$ cat config.mk
export PLATFORM = sky130hd
export DESIGN_NAME = prime_table_streamer_flat
export DESIGN_NICKNAME = d
export VERILOG_FILES = /design/src/rtl/prime_table_streamer_if.sv /design/src/rtl/prime_table_streamer.sv /design/src/flat_wrapper.sv
export SDC_FILE = /design/constraint.sdc
export NUM_CORES = 1
export LEC_CHECK = 0
export ABC_AREA = 1
export CAP_MARGIN = 20
export CORE_ASPECT_RATIO = 1.2
export CORE_UTILIZATION = 50
export CTS_CLUSTER_SIZE = 25
export DETAILED_ROUTE_END_ITERATION = 6
export DONT_BUFFER_PORTS = 1
export GPL_ROUTABILITY_DRIVEN = 0
export GPL_TIMING_DRIVEN = 0
export HOLD_SLACK_MARGIN = 0.06
export MAX_ROUTING_LAYER = met4
export PLACE_DENSITY_LB_ADDON = 0.08
export SYNTH_ARGS = -nofsm -noshare
export SYNTH_HDL_FRONTEND = slang
export SYNTH_SLANG_ARGS = --single-unit
export TNS_END_PERCENT = 10
$ cat constraint.sdc
create_clock -name clka -period 3.2 [get_ports clka]
set_input_delay 0.96 -clock clka [delete_from_list [all_inputs] [get_ports clka]]
set_output_delay 0.96 -clock clka [all_outputs]
set_load 0.03 [all_outputs]
$ cat src/rtl/prime_table_streamer_if.sv
// prime_table_streamer_if: load, stream, status and memory-port signals of the prime table streamer
interface prime_table_streamer_if #(
   parameter int ADDR_W = 13,
   parameter int DATA_W = 9
);
   logic              clear;
   logic              ld_valid;
   logic              ld_ready;
   logic [DATA_W-1:0] ld_data;
   logic              start;
   logic              out_valid;
   logic [DATA_W-1:0] out_data;
   logic              out_last;
   logic              out_ready;
   logic              busy;
   logic              done;
   logic [ADDR_W:0]   count;
   logic              mem_we;
   logic [ADDR_W-1:0] mem_addr;
   logic [DATA_W-1:0] mem_din;
   logic [DATA_W-1:0] mem_dout;
   modport master (
      input  clear, ld_valid, ld_data, start, out_ready, mem_dout,
      output ld_ready, out_valid, out_data, out_last, busy, done, count, mem_we, mem_addr, mem_din
   );
   modport slave (
      output clear, ld_valid, ld_data, start, out_ready, mem_dout,
      input  ld_ready, out_valid, out_data, out_last, busy, done, count, mem_we, mem_addr, mem_din
   );
endinterface

$ cat src/rtl/prime_table_streamer.sv
// prime_table_streamer: loads a table into a 1-cycle-latency block memory and streams it back over valid/ready
module prime_table_streamer #(
   parameter int ADDR_W = 13,
   parameter int DATA_W = 9
) (
   input logic clka,
   input logic rsta,
   prime_table_streamer_if.master bus
);
   typedef enum logic [1:0] {IDLE, STREAM, FINISH} state_t;
   state_t            state;
   logic [ADDR_W:0]   rd_ptr;
   logic              pend, pend_last;
   logic              sk_valid, sk_last;
   logic [DATA_W-1:0] sk_data;
   logic              ld_fire, pop, issue;
   logic [1:0]        occ;
   always_comb begin
      bus.ld_ready = state == IDLE && !bus.count[ADDR_W] && !bus.start && !bus.clear;
      ld_fire      = bus.ld_ready && bus.ld_valid;
      bus.mem_we   = ld_fire && !rsta;
      bus.mem_addr = ld_fire ? bus.count[ADDR_W-1:0] : rd_ptr[ADDR_W-1:0];
      bus.mem_din  = bus.ld_data;
      pop          = bus.out_valid && bus.out_ready;
      // occupancy after this cycle's pop, so a read can be issued every cycle under continuous ready
      occ          = 2'(bus.out_valid) + 2'(sk_valid) + 2'(pend) - 2'(pop);
      issue        = state == STREAM && rd_ptr < bus.count && occ < 2'd2;
   end
   always_ff @(posedge clka) begin
      if (rsta) begin
         state         <= IDLE;
         bus.count     <= '0;
         rd_ptr        <= '0;
         pend          <= 1'b0;
         pend_last     <= 1'b0;
         sk_valid      <= 1'b0;
         sk_last       <= 1'b0;
         sk_data       <= '0;
         bus.out_valid <= 1'b0;
         bus.out_data  <= '0;
         bus.out_last  <= 1'b0;
         bus.busy      <= 1'b0;
         bus.done      <= 1'b0;
      end else begin
         case (state)
            IDLE: begin
               bus.done <= 1'b0;
               if (bus.clear) bus.count <= '0;
               else if (bus.start) begin
                  bus.busy <= 1'b1;
                  rd_ptr   <= '0;
                  state    <= bus.count == '0 ? FINISH : STREAM;
                  bus.done <= bus.count == '0;
               end else if (ld_fire) bus.count <= bus.count + 1'b1;
            end
            STREAM: begin
               pend      <= issue;
               pend_last <= rd_ptr == bus.count - (ADDR_W+1)'(1);
               if (issue) rd_ptr <= rd_ptr + 1'b1;
               if (!bus.out_valid || pop) begin
                  if (sk_valid) begin
                     bus.out_valid <= 1'b1;
                     bus.out_data  <= sk_data;
                     bus.out_last  <= sk_last;
                     sk_valid      <= pend;
                     sk_data       <= bus.mem_dout;
                     sk_last       <= pend_last;
                  end else begin
                     bus.out_valid <= pend;
                     bus.out_last  <= pend && pend_last;
                     if (pend) bus.out_data <= bus.mem_dout;
                  end
               end else if (pend) begin
                  sk_valid <= 1'b1;
                  sk_data  <= bus.mem_dout;
                  sk_last  <= pend_last;
               end
               if (pop && bus.out_last) begin
                  state    <= FINISH;
                  bus.done <= 1'b1;
               end
            end
            FINISH: begin
               bus.done <= 1'b0;
               bus.busy <= 1'b0;
               state    <= IDLE;
            end
            default: state <= IDLE;
         endcase
      end
   end
endmodule

$ cat src/flat_wrapper.sv
// flat-port wrapper written by rule: the top's interface ports become plain ports
module prime_table_streamer_flat 
#(
   parameter int ADDR_W = 13,
   parameter int DATA_W = 9
)
  (clka, rsta, bus_clear, bus_ld_valid, bus_ld_data, bus_start, bus_out_ready, bus_mem_dout, bus_ld_ready, bus_out_valid, bus_out_data, bus_out_last, bus_busy, bus_done, bus_count, bus_mem_we, bus_mem_addr, bus_mem_din);
  prime_table_streamer_if #(.ADDR_W(ADDR_W), .DATA_W(DATA_W)) bus_i ();
  input logic clka;
  input logic rsta;
  input wire logic [$bits(bus_i.clear)-1:0] bus_clear;
  input wire logic [$bits(bus_i.ld_valid)-1:0] bus_ld_valid;
  input wire logic [$bits(bus_i.ld_data)-1:0] bus_ld_data;
  input wire logic [$bits(bus_i.start)-1:0] bus_start;
  input wire logic [$bits(bus_i.out_ready)-1:0] bus_out_ready;
  input wire logic [$bits(bus_i.mem_dout)-1:0] bus_mem_dout;
  output wire logic [$bits(bus_i.ld_ready)-1:0] bus_ld_ready;
  output wire logic [$bits(bus_i.out_valid)-1:0] bus_out_valid;
  output wire logic [$bits(bus_i.out_data)-1:0] bus_out_data;
  output wire logic [$bits(bus_i.out_last)-1:0] bus_out_last;
  output wire logic [$bits(bus_i.busy)-1:0] bus_busy;
  output wire logic [$bits(bus_i.done)-1:0] bus_done;
  output wire logic [$bits(bus_i.count)-1:0] bus_count;
  output wire logic [$bits(bus_i.mem_we)-1:0] bus_mem_we;
  output wire logic [$bits(bus_i.mem_addr)-1:0] bus_mem_addr;
  output wire logic [$bits(bus_i.mem_din)-1:0] bus_mem_din;
  assign bus_i.clear = bus_clear;
  assign bus_i.ld_valid = bus_ld_valid;
  assign bus_i.ld_data = bus_ld_data;
  assign bus_i.start = bus_start;
  assign bus_i.out_ready = bus_out_ready;
  assign bus_i.mem_dout = bus_mem_dout;
  assign bus_ld_ready = bus_i.ld_ready;
  assign bus_out_valid = bus_i.out_valid;
  assign bus_out_data = bus_i.out_data;
  assign bus_out_last = bus_i.out_last;
  assign bus_busy = bus_i.busy;
  assign bus_done = bus_i.done;
  assign bus_count = bus_i.count;
  assign bus_mem_we = bus_i.mem_we;
  assign bus_mem_addr = bus_i.mem_addr;
  assign bus_mem_din = bus_i.mem_din;
  prime_table_streamer #(.ADDR_W(ADDR_W), .DATA_W(DATA_W)) u_core (.clka(clka), .rsta(rsta), .bus(bus_i));
endmodule
# Word-level counts from Yosys, hierarchy flattened
# Index checks and enable logic that the tools add are counted.
# Widths: inputs -> output; s select.
# classes
add_sub_neg	6
n_mul	0
div	0
order_cmp	2
eq_ne	9
shift	0
n_mux	32
n_bitwise	0
reduce_logical	33
# ops
op	count
$mux 14	6
$mux 9	4
$add 14x1->14 const B	2
$pmux 14 s2	1
$reduce_and 3->1	5
$eq 14x14->1	1
$logic_not 14->1	1
$lt 14x14->1	1
$sub 14x1->14 const B	1
$mux 1	13
$mux 13	1
$logic_and 1x1->1	10
$reduce_bool 2->1	5
$mux 2	4
$ne 2x2->1 const B	4
$reduce_and 2->1	3
$logic_not 1->1	5
$ne 2x1->1 const B	2
$pmux 2 s2	1
$reduce_and 4->1	1
$pmux 1 s3	1
$reduce_bool 3->1	1
$add 1x1->2	1
$add 2x1->2	1
7 further kinds	7
# word_totals
reg_bits	56
latch_bits	0
ram_bits	0
mem_bits_ro	0
in_bits	24
output_inout_bits	51
elab_cells	95
mem_count	0

# Depth between registers and ports, before layout
# depth
ltp_word	8
mapped_depth	16
ltp_nobuf	16

# Worst setup path after synthesis
# No wires, ideal clock.
# synth_path
kind	input-to-output
start	input port bus_start
end	output port bus_mem_addr[12]
arrival_time_ns	2.188
path_slack_ns	0.052
stages	4
path_cell_list	nor2_1 > nand3_4 > clkbuf_1 > o21ai_0
# synth_via
elab_chain_len	5
# synth_rtl
element	line_no	source
from (decl)	flat_wrapper.sv:14	input wire logic [$bits(bus_i.start)-1:0] bus_start;
$logic_not 1->1	prime_table_streamer.sv:19	bus.ld_ready = state == IDLE && !bus.count[ADDR_W] && !bus.start && !bus.clear;
$logic_and 1x1->1 (2 in series)	prime_table_streamer.sv:19	
$logic_and 1x1->1	prime_table_streamer.sv:20	ld_fire = bus.ld_ready && bus.ld_valid;
$mux 13	prime_table_streamer.sv:22	bus.mem_addr = ld_fire ? bus.count[ADDR_W-1:0] : rd_ptr[ADDR_W-1:0];
to (decl)	flat_wrapper.sv:25	output wire logic [$bits(bus_i.mem_addr)-1:0] bus_mem_addr;
# Every way passes these cells.

# Worst setup path after layout
# layout_path
start	register u_core.state[1]
end	output port bus_mem_addr[9]
# layout_via
elab_chain_len	6
# layout_rtl
element	line_no	source
from (decl)	prime_table_streamer.sv:11	state_t state;
from (signal assigned)	prime_table_streamer.sv:52	state <= bus.count == '0 ? FINISH : STREAM;
$logic_not 2->1	prime_table_streamer.sv:19	
$logic_and 1x1->1 (3 in series)	prime_table_streamer.sv:19	
$logic_and 1x1->1	prime_table_streamer.sv:20	
$mux 13	prime_table_streamer.sv:22	
# Every way passes these cells.

==> metrics <==
status completed; Leakage Power 1.80 nW; initial cell density of the core 51.7%; Crit Path Class reg -> out; nets@finish 663; number of global-route vias before repair 3702; Core Area 0.00766 mm²; Startpoint Class flip-flop; first-pass GRT wire length 17.1 mm; peak supply drop 208 µV; Reg clk slew, reported paths 0.11 ns; HP Class reg -> reg; die height 99.5 µm; Unique masters post-synth 41; CTS tree yes; YS warnings 0; Net Count, Synth 655; Relative slew margins 53.6%; Clock Skews 0.0163 ns; Post-synth EDFFs 0; CTS max path bufs 2; largest net degree at the start of global routing 20; Critical Path Fanout Max 10; Top Usage Layer GRT met2; Tmin final 3.07 ns; DRT iter0 DRCs 119; Num CTS Buffers 5; Worst Hold Path Cells 2; grt ovf 0; FF-to-FF path depth 15; routing usage on met3 3.65%; Syn Area/Cell 6.52 µm²; Post-CTS Setup Bufs 0; Synth Cell Area 0.00396 mm²; H-tree depth 2; clk_lat worst skew 0.33 ns; measured slew at the worst slew-check pin 0.695 ns; #FFs+latches synth 56; I/O pin count 75; worst hold margin 0.513 ns; post-synthesis sequential area ratio 28.3%; most used flip-flop cell after synthesis dfxtp_1; area grow syn2layout 6.73%; proportion of power drawn by combinational gates 13.1%; number of core rows 35; Final setup viols 0; max-slew violations 0; DR vias 3887; Die X 83.2 µm; Tot Pwr 1.32 mW; hold_buf cts 0; clock sink count 56; Pint 0.916 mW; most frequent cells in the layout 137 x nand2_1, 81 x nor2_1, 72 x inv_1; FILL cells 784; MaxCap Viol Count 0; met1 Use GR 29.3%; antenna-violating nets left 0; Worst Path Arrival 2.11 ns; Switching Share 30.7%; DRC viols 0; most common cell after layout, fill and taps aside nand2_1; Final Hold Fails 0; Overall Global Routing Usage 26.2%; Peak Freq 0.326 GHz; die area 0.00828 mm²; register share of total power 54.1%; Switch Pwr 0.405 mW; GR Util met2 46.7%; ant diodes 0; final period utilization 96.0%; # port buffers 0; Clk network pwr share 32.9%; HPWL Detailed 8.04 mm; Req. time, crit path 2.24 ns; Power Dens Cells 313 mW/mm²; vias per cell 5.49; total iterations of the first detailed-routing run 5; share of cells above drive strength 1 11.5%; clk root buf clkbuf_8; final wirelength 10.4 mm; FFs w/ async S/R, synth 0%; Synth Instances 607; antenna violations before repair 0; post-layout util 55.2%; RSZ-0062 raised after global routing true; drt wl/cell 14.6 µm; endpoint class of the critical path primary output
==> area by class of cell <==
type                            count  area, µm²  share of cell area (%)
Multi-Input combinational cell    443       2420                    57.3
Sequential cell                    56       1120                    26.5
Inverter                           76        285                    6.75
Buffer                             32        185                    4.38
Tap cell                           92        115                    2.72
Clock buffer                        5       68.8                    1.63
Clock inverter                      3       26.3                   0.622
Timing Repair Buffer                1       5.00                   0.118
==> per-stage QoR <==
step	instances	TNS, ns	cell area (µm²)	worst slack (ns)
after global placement	699	-2.71	4080	-0.262
final	708	0	4230	0.129
after CTS	708	-0.604	4180	-0.0754
after global routing	708	-0.0263	4230	-0.00793
after detailed placement	700	-2.69	4080	-0.256
after floorplan	607	0	3960	0.0522
==> cells in the mapped netlist, types with 3 or more instances <==
master	number	area, µm²
o21ai_1	7	35.0
nand3b_1	4	30.0
nor3_1	8	40.0
o21bai_1	3	22.5
inv_1	72	270
nand2_1	137	514
nor2_1	81	304
a21oi_2	10	87.6
a211oi_1	11	82.6
nand3_1	37	185
inv_2	3	11.3
o21ai_0	31	155
xor2_1	16	140
nor2_2	4	25.0
buf_4	10	75.1
dfxtp_1	56	1120
clkbuf_1	19	71.3
ha_1	24	300
a21oi_1	33	165
nand4_1	6	37.5
nand2_2	11	68.8
==> logic make-up after synthesis <==
| kind of cell | after synthesis | synth area share (%) |
|---|---|---|
| xor+xnor | 18 | 3.98 |
| flops | 56 | 28.3 |
| fa+ha+maj | 24 | 7.58 |
| simple gates | 297 | 32.7 |
| compound gates | 104 | 15.6 |
| buf+inv | 108 | 11.8 |
==> power groups by stage <==
stage          clock network [mW]  registers [mW]  logic, mW
3_3_place_gp                    0           0.730      0.168
4_1_cts                     0.442           0.715      0.171
6_report                    0.434           0.714      0.172
3_5_place_dp                    0           0.731      0.169
2_1_floorplan                   0           0.729      0.133
5_1_grt                     0.463           0.716      0.191
==> worst max-delay path: stages (launching register included) <==
cell and delay (ns):
dfxtp_1 0.34, inv_1 0.10, ha_1 0.23, inv_2 0.06, nor2_2 0.12, nand3_4 0.19, clkbuf_2 0.33, o21ai_2 0.42
==> what timing repair did <==
item / in CTS / in global routing
endpoints found under the setup margin: 13 / 13
endpoints found under the hold margin: 0 / 0
resized for setup: 12 / 17
==> sequential cells by signal, indices dropped and copies added, names as in the netlist, 2 cells and up <==
name	cells
u_core.bus.out_data	9
u_core.bus.count	14
u_core.sk_data	9
u_core.rd_ptr	14
u_core.state	2
==> routing by layer <==
metal	part of all wire, %	vias up	routed length (µm)
li1	-	1974	-
met1	42	1802	4320
met2	52	88	5340
met3	3.4	23	350
met4	3.2	0	336
met5	0	-	0
==> worst paths after layout <==
path                                           start                end  slack (ns)
worst min-delay path               u_core.sk_data[3]  u_core.sk_data[3]        0.51
worst max register to register  u_core.bus.out_valid  u_core.rd_ptr[13]        0.65
worst min register to register     u_core.sk_data[3]  u_core.sk_data[3]        0.51
worst max-delay path                 u_core.state[1]    bus_mem_addr[9]        0.13
No activity file was read; power rests on OpenSTA's default activity.
==> RTL change 1, RTL diff (same settings) <==
`DATA_W` is set to 9 in 3 places; all go to 18.
--- a/src/rtl/prime_table_streamer_if.sv
+++ b/src/rtl/prime_table_streamer_if.sv
@@ -2,5 +2,5 @@
 interface prime_table_streamer_if #(
    parameter int ADDR_W = 13,
-   parameter int DATA_W = 9
+   parameter int DATA_W = 18
 );
    logic              clear;
--- a/src/rtl/prime_table_streamer.sv
+++ b/src/rtl/prime_table_streamer.sv
@@ -2,5 +2,5 @@
 module prime_table_streamer #(
    parameter int ADDR_W = 13,
-   parameter int DATA_W = 9
+   parameter int DATA_W = 18
 ) (
    input logic clka,
--- a/src/flat_wrapper.sv
+++ b/src/flat_wrapper.sv
@@ -3,5 +3,5 @@
 #(
    parameter int ADDR_W = 13,
-   parameter int DATA_W = 9
+   parameter int DATA_W = 18
 )
   (clka, rsta, bus_clear, bus_ld_valid, bus_ld_data, bus_start, bus_out_ready, bus_mem_dout, bus_ld_ready, bus_out_valid, bus_out_data, bus_out_last, bus_busy, bus_done, bus_count, bus_mem_we, bus_mem_addr, bus_mem_din);
Interface: changed (resized bus_ld_data, bus_mem_din, bus_mem_dout and bus_out_data); port bits go from 75 to 111. No check against the original RTL was run, so the function may have changed too.
==> RTL change 1 against the unedited design <==
  * The run now ends with setup timing left
  * Routed wire length increased by 22%
  * Sequential cell count increased by 18
  * Total power increased by 47%
  * Clock skew decreased by 0.0085 ns
  * Critical path depth decreased by 2
  * Cell area increased by 21%
  * Worst setup slack got worse by 0.18 ns
  * Sequential power increased by 31%
  * Area after synthesis increased by 19%
  * Fmax decreased by 5.5%
  * Critical path type unchanged
  * Critical endpoint is now bus_mem_addr[5]
==> RTL change 1: results (changes against the unedited design) <==
Place
  • Final HPWL DP: 9.733 mm (+21%)
  • Dpl cell area: 4866 um^2 (+19%)
  • Placed Instances: 819 (+17%)

Finish
  • Nets: 776 (+17%)
  • Layout cells sized above 1: 10.50% (-1.0 points)

Synth
  • Yosys cell types: 43 (+4.9%)
  • Register area share after synthesis: 31.45% (+3.1 points)
  • Xor/xnor share of the synthesized area: 5.020% (+1.0 points)
  • Mapped Cells: 698 (+15%)

Worst setup path
  • CP delay by family, top: compound AO/OA/AOI/OAI gates
  • Worst R2R Setup Slack: 0.62 ns (-0.03 ns)
  • Setup crit start: u_core.state[0]$_SDFFE_PP0P_
  • Worst Path Arrival: 2.29 ns (+0.18 ns)
  • CP peak stage delay: 0.60 ns (+0.18 ns)

GRT
  • Largest net degree at the start of global routing: 13 (-35%)
  • First-pass GRT wire length: 20.63 mm (+20%)
  • Number of global-route vias before repair: 4249 (+15%)

Routing
  • Detailed-routed wire length on met2: 6.496 mm (+22%)
  • WL final: 12.63 mm (+22%)
  • Via density: 5.327 (-3.0%)
  • Drt wl/cell: 15.14 um (+3.5%)

STA
  • Final WS setup: -0.04965 ns (-0.1791 ns)
  • Final Setup Violations: 7 (+7)

Outcome
  • Failing checks: setup timing
  • Status: complete, but fails checks

Power
  • Worst vdd ir: 0.3521 mV (+69%)
  • Clock share of power: 42.4% (+9.5 points)

Worst hold path
  • HP Start: u_core.sk_last$_SDFFE_PP0P_
==> RTL change 1: changes by cell type after synthesis, moves of 11 or more <==
cell and delta:
dfxtp_1 +18, o21ai_0 +29, a31oi_1 +17, nand2_1 +18
nand3_1 +12, inv_1 -11, nor2_1 +12
==> RTL change 1: area by class of cell <==
cell class              count  area [um^2]
fillers                   909         3978
inverters                  65        246.5
flip-flops and latches     74         1481
plain buffers              53        307.8
multi-input cells         506         2695
clock inverters             4        76.32
clock buffers              11        141.4
well taps                 120        150.1
repair buffers              1        5.005
==> RTL change 1: worst max path at each step <==
stage / end / depth (start not counted)
2_1_floorplan: bus_mem_addr[12] / 4
3_3_place_gp: bus_mem_addr[1] / 4
3_5_place_dp: bus_mem_addr[2] / 4
4_1_cts: bus_mem_addr[10] / 5
5_1_grt: bus_mem_addr[5] / 5
6_report: bus_mem_addr[5] / 5
==> RTL change 1: routing by layer <==
metal,track usage [%],up-vias
li1,-,2280
met1,29.41,2029
met4,11.87,0
met3,5.485,22
met5,-,-
met2,49.68,112
==> RTL change 1: per-stage QoR <==
stage / TNS (ns) / setup slack (ns)
2_1_floorplan: 0 / 0.07153
3_3_place_gp: -1.250 / -0.1785
3_5_place_dp: -1.738 / -0.2206
4_1_cts: -1.258 / -0.2033
5_1_grt: -1.034 / -0.1448
6_report: -0.1696 / -0.04965
==> RTL change 1: cell families after synthesis <==
kind of cell | Yosys count
multiplexers | 1
adder cells (fa/ha/maj) | 24
AO/OA/AOI/OAI | 129
buffers and inverters | 118
AND/OR/NAND/NOR | 325
XOR/XNOR | 27
flip-flops | 74
==> RTL change 1: tightest hold or removal path: cells and delay by family (launching register included) <==
| kind | cells | cell delay [ns] |
|---|---|---|
| AO/OA/AOI/OAI | 1 | 0.06 |
| buffers and inverters | 1 | 0.06 |
| flip-flops | 1 | 0.30 |
==> RTL change 2, RTL diff (same settings) <==
Made on the original files. The 3 states of `state_t` get a one-hot encoding in 3 bits.
--- a/src/rtl/prime_table_streamer.sv
+++ b/src/rtl/prime_table_streamer.sv
@@ -8,5 +8,5 @@
    prime_table_streamer_if.master bus
 );
-   typedef enum logic [1:0] {IDLE, STREAM, FINISH} state_t;
+   typedef enum logic [2:0] {IDLE = 3'b001, STREAM = 3'b010, FINISH = 3'b100} state_t;
    state_t            state;
    logic [ADDR_W:0]   rd_ptr;
Formal check against the unedited RTL: no difference found for any inputs over 10 cycles, from zero or initial values and one cycle with rsta high; not proved beyond that.
==> RTL change 2 against the unedited design <==
  * Cell area up 6.1%
  * Largest cell class unchanged
  * Worst setup slack worse by 0.079 ns
  * Routed wire length up 8.6%
  * Area after synthesis increased by 0.92%
  * Non-clock buffer count rose by 4
  * Global-route usage up 2.3 points
  * Sequential cell count increased by 1
  * Register-to-register slack lost 0.25 ns
  * Fmax is 2.5% lower
Power is not compared: it rests on default switching activity, and its combinational part moved more than twofold at a synthesized area within 25%.
==> RTL change 2: results (changes against the unedited design) <==
Outcome
  • Status: complete, no violations

Clock network
  • Skew-Pair Late Insertion Delay: 0.35 ns (+0.02 ns)
  • Clock transition at path regs: 0.07 ns (-0.04 ns)
  • Root buffer cell: clkbuf_8
  • Clock buffer depth: 2 (unchanged)
  • CTS buffer count: 9 (+4)
  • CTS HTree Levels: 3 (+1)

Place
  • Port bufs: 0 (unchanged)
  • Final HPWL DP: 8.498 mm (+5.7%)
  • Pre-CTS setup slack: -0.5833 ns (-0.3275 ns)

Finish
  • Nets: 676 (+2.0%)
  • Layout cells sized above 1: 12.87% (+1.3 points)
  • Filler cells: 753 (-4.0%)
  • Diode count: 0 (unchanged)
  • Regs by FF count: u_core.bus.count x14, u_core.rd_ptr x14

GRT
  • Largest net degree at the start of global routing: 12 (-40%)
  • Initial antenna violation count: 0 (unchanged)
  • Total Routing Usage GR: 28.48% (+2.3 points)
  • Number of global-route vias before repair: 3924 (+6.0%)
  • First-pass GRT wire length: 18.42 mm (+7.5%)

Synth
  • Ranking of synthesized cells by area: dfxtp_1 29%, nand2_1 14%, nor2_1 7.3%
  • YS warnings: 0 (unchanged)
  • Top post-synthesis cells by count: 151 x nand2_1, 78 x nor2_1, 59 x inv_1
  • Dominant synthesized flop cell: dfxtp_1
  • Yosys cell types: 39 (-4.9%)
  • Register area share after synthesis: 28.55% (+0.24 points)
  • Asr flop ratio synth: 0% (unchanged)
  • Post-Syn Nets: 665 (+1.5%)

STA
  • Min Hold Slack: 0.4839 ns (-0.02927 ns)
  • Setup Skew: 0.01138 ns (-0.004920 ns)
  • Final WS setup: 0.05006 ns (-0.07942 ns)
  • Transition time of the tightest slew-check pin: 0.7319 ns (+0.03652 ns)

Worst setup path
  • Worst R2R Setup Slack: 0.40 ns (-0.25 ns)
  • Reg2reg path depth: 13 (-2)
  • Setup crit start: bus_start
  • Crit path to: bus_mem_addr[11]
  • Slowest-stage cell, CP: o21ai_4
  • CP peak stage delay: 0.27 ns (-0.15 ns)
  • R2R Path End: u_core.rd_ptr[13]$_SDFFE_PP0P_
  • Worst Path Arrival: 2.19 ns (+0.08 ns)
  • CP delay by family, top: simple AND/OR/NAND/NOR gates
  • Max FO, Critical Path: 10 (unchanged)
  • Worst R2R Start: u_core.bus.count[4]$_SDFFE_PP0P_

Routing
  • Initial detailed-routing violation count: 228 (+92%)
  • Pre-Repair DR Iteration Count: 5 (unchanged)
  • Via density: 5.575 (+1.5%)
  • Residual DRC: 0 (unchanged)
  • Drt wl/cell: 15.42 um (+5.5%)

Worst hold path
  • Hold depth: 2 (unchanged)
  • Hold EP: u_core.sk_data[5]$_SDFFE_PP0P_
  • Min-delay worst type: register to register
  • HP Start: u_core.sk_data[5]$_SDFFE_PP0P_

Power
  • Static leakage: 1.963 nW
  • Worst vdd ir: 0.3248 mV
RTL change 2: cell count changes after synthesis, moves of 5 or more:
| cell | delta |
|---|---|
| a211oi_1 | -11 |
| a21oi_1 | +6 |
| a21oi_2 | -10 |
| a31oi_1 | +8 |
| buf_2 | +7 |
| clkbuf_1 | -7 |
| inv_1 | -13 |
| nand2_1 | +14 |
| nand2_2 | -6 |
| nand4_1 | +5 |
| nor3_1 | +5 |
| o21ai_0 | +11 |
RTL change 2: timing repair:
item / 4_1_cts / 5_1_grt
pin swaps: 2 / 2
resized for setup: 45 / 1
setup buffers: 0 / 0
setup endpoints to repair: 14 / 13
RTL change 2: stage by stage:
step | std cells | setup TNS [ns] | instance area [um^2] | util, % | power, W
2_1_floorplan | 621 | -1.836 | 3996 | - | 0.001060
3_3_place_gp | 713 | -6.445 | 4111 | 53.34 | 0.001140
3_5_place_dp | 713 | -6.794 | 4111 | 53.34 | 0.001146
4_1_cts | 729 | 0 | 4484 | 58.18 | 0.001878
5_1_grt | 729 | 0 | 4484 | 58.18 | 0.001947
6_report | 729 | 0 | 4484 | 58.18 | 0.001866
RTL change 2: report_power, final:
part           switching (W)  internal (W)  leakage, nW  total [W]
Clock               0.000334      0.000382       0.0985   0.000716
Sequential         0.0000342      0.000729        0.460   0.000764
Combinational       0.000269      0.000118         1.40   0.000387
RTL change 2: routing by layer:
layer | vias up | wire, um | track usage, %
met1 | 1882 | 4541 | 30.59
met2 | 125 | 5682 | 50.22
met4 | 0 | 447 | 14.99
li1 | 2019 | - | -
met3 | 38 | 569 | 5.016
met5 | - | 0 | -
RTL change 2: area by class of cell:
cell class	count	area (um^2)	share of cell area (%)
Sequential cell	57	1141	25.45
Clock buffer	10	137.6	3.069
Clock inverter	6	67.56	1.507
Buffer	37	231.5	5.162
Multi-Input combinational cell	460	2540	56.64
Tap cell	92	115.1	2.567
Inverter	67	251.5	5.608
RTL change 2: worst reg2reg max path: cells and delay by family (launching register included):
kind                     cells  cell delay, ns
flip-flops                   1            0.69
adder cells (fa/ha/maj)      1            0.36
AO/OA/AOI/OAI                2            0.13
AND/OR/NAND/NOR              8            0.94
buffers and inverters        2            0.54
RTL change 2: logic make-up (layout without fill, tap and decap cells):
kind of cell               Yosys count  count (layout)  synth area share (%)
xor gates and xnor gates            22              22                 4.821
and+or+nand+nor                    317             317                 34.97
adders and majority gates           20              20                 6.262
DFF                                 57              57                 28.55
AOI/OAI and AO/OA                  101             101                 13.65
buffers and inverters              104             120                 11.74
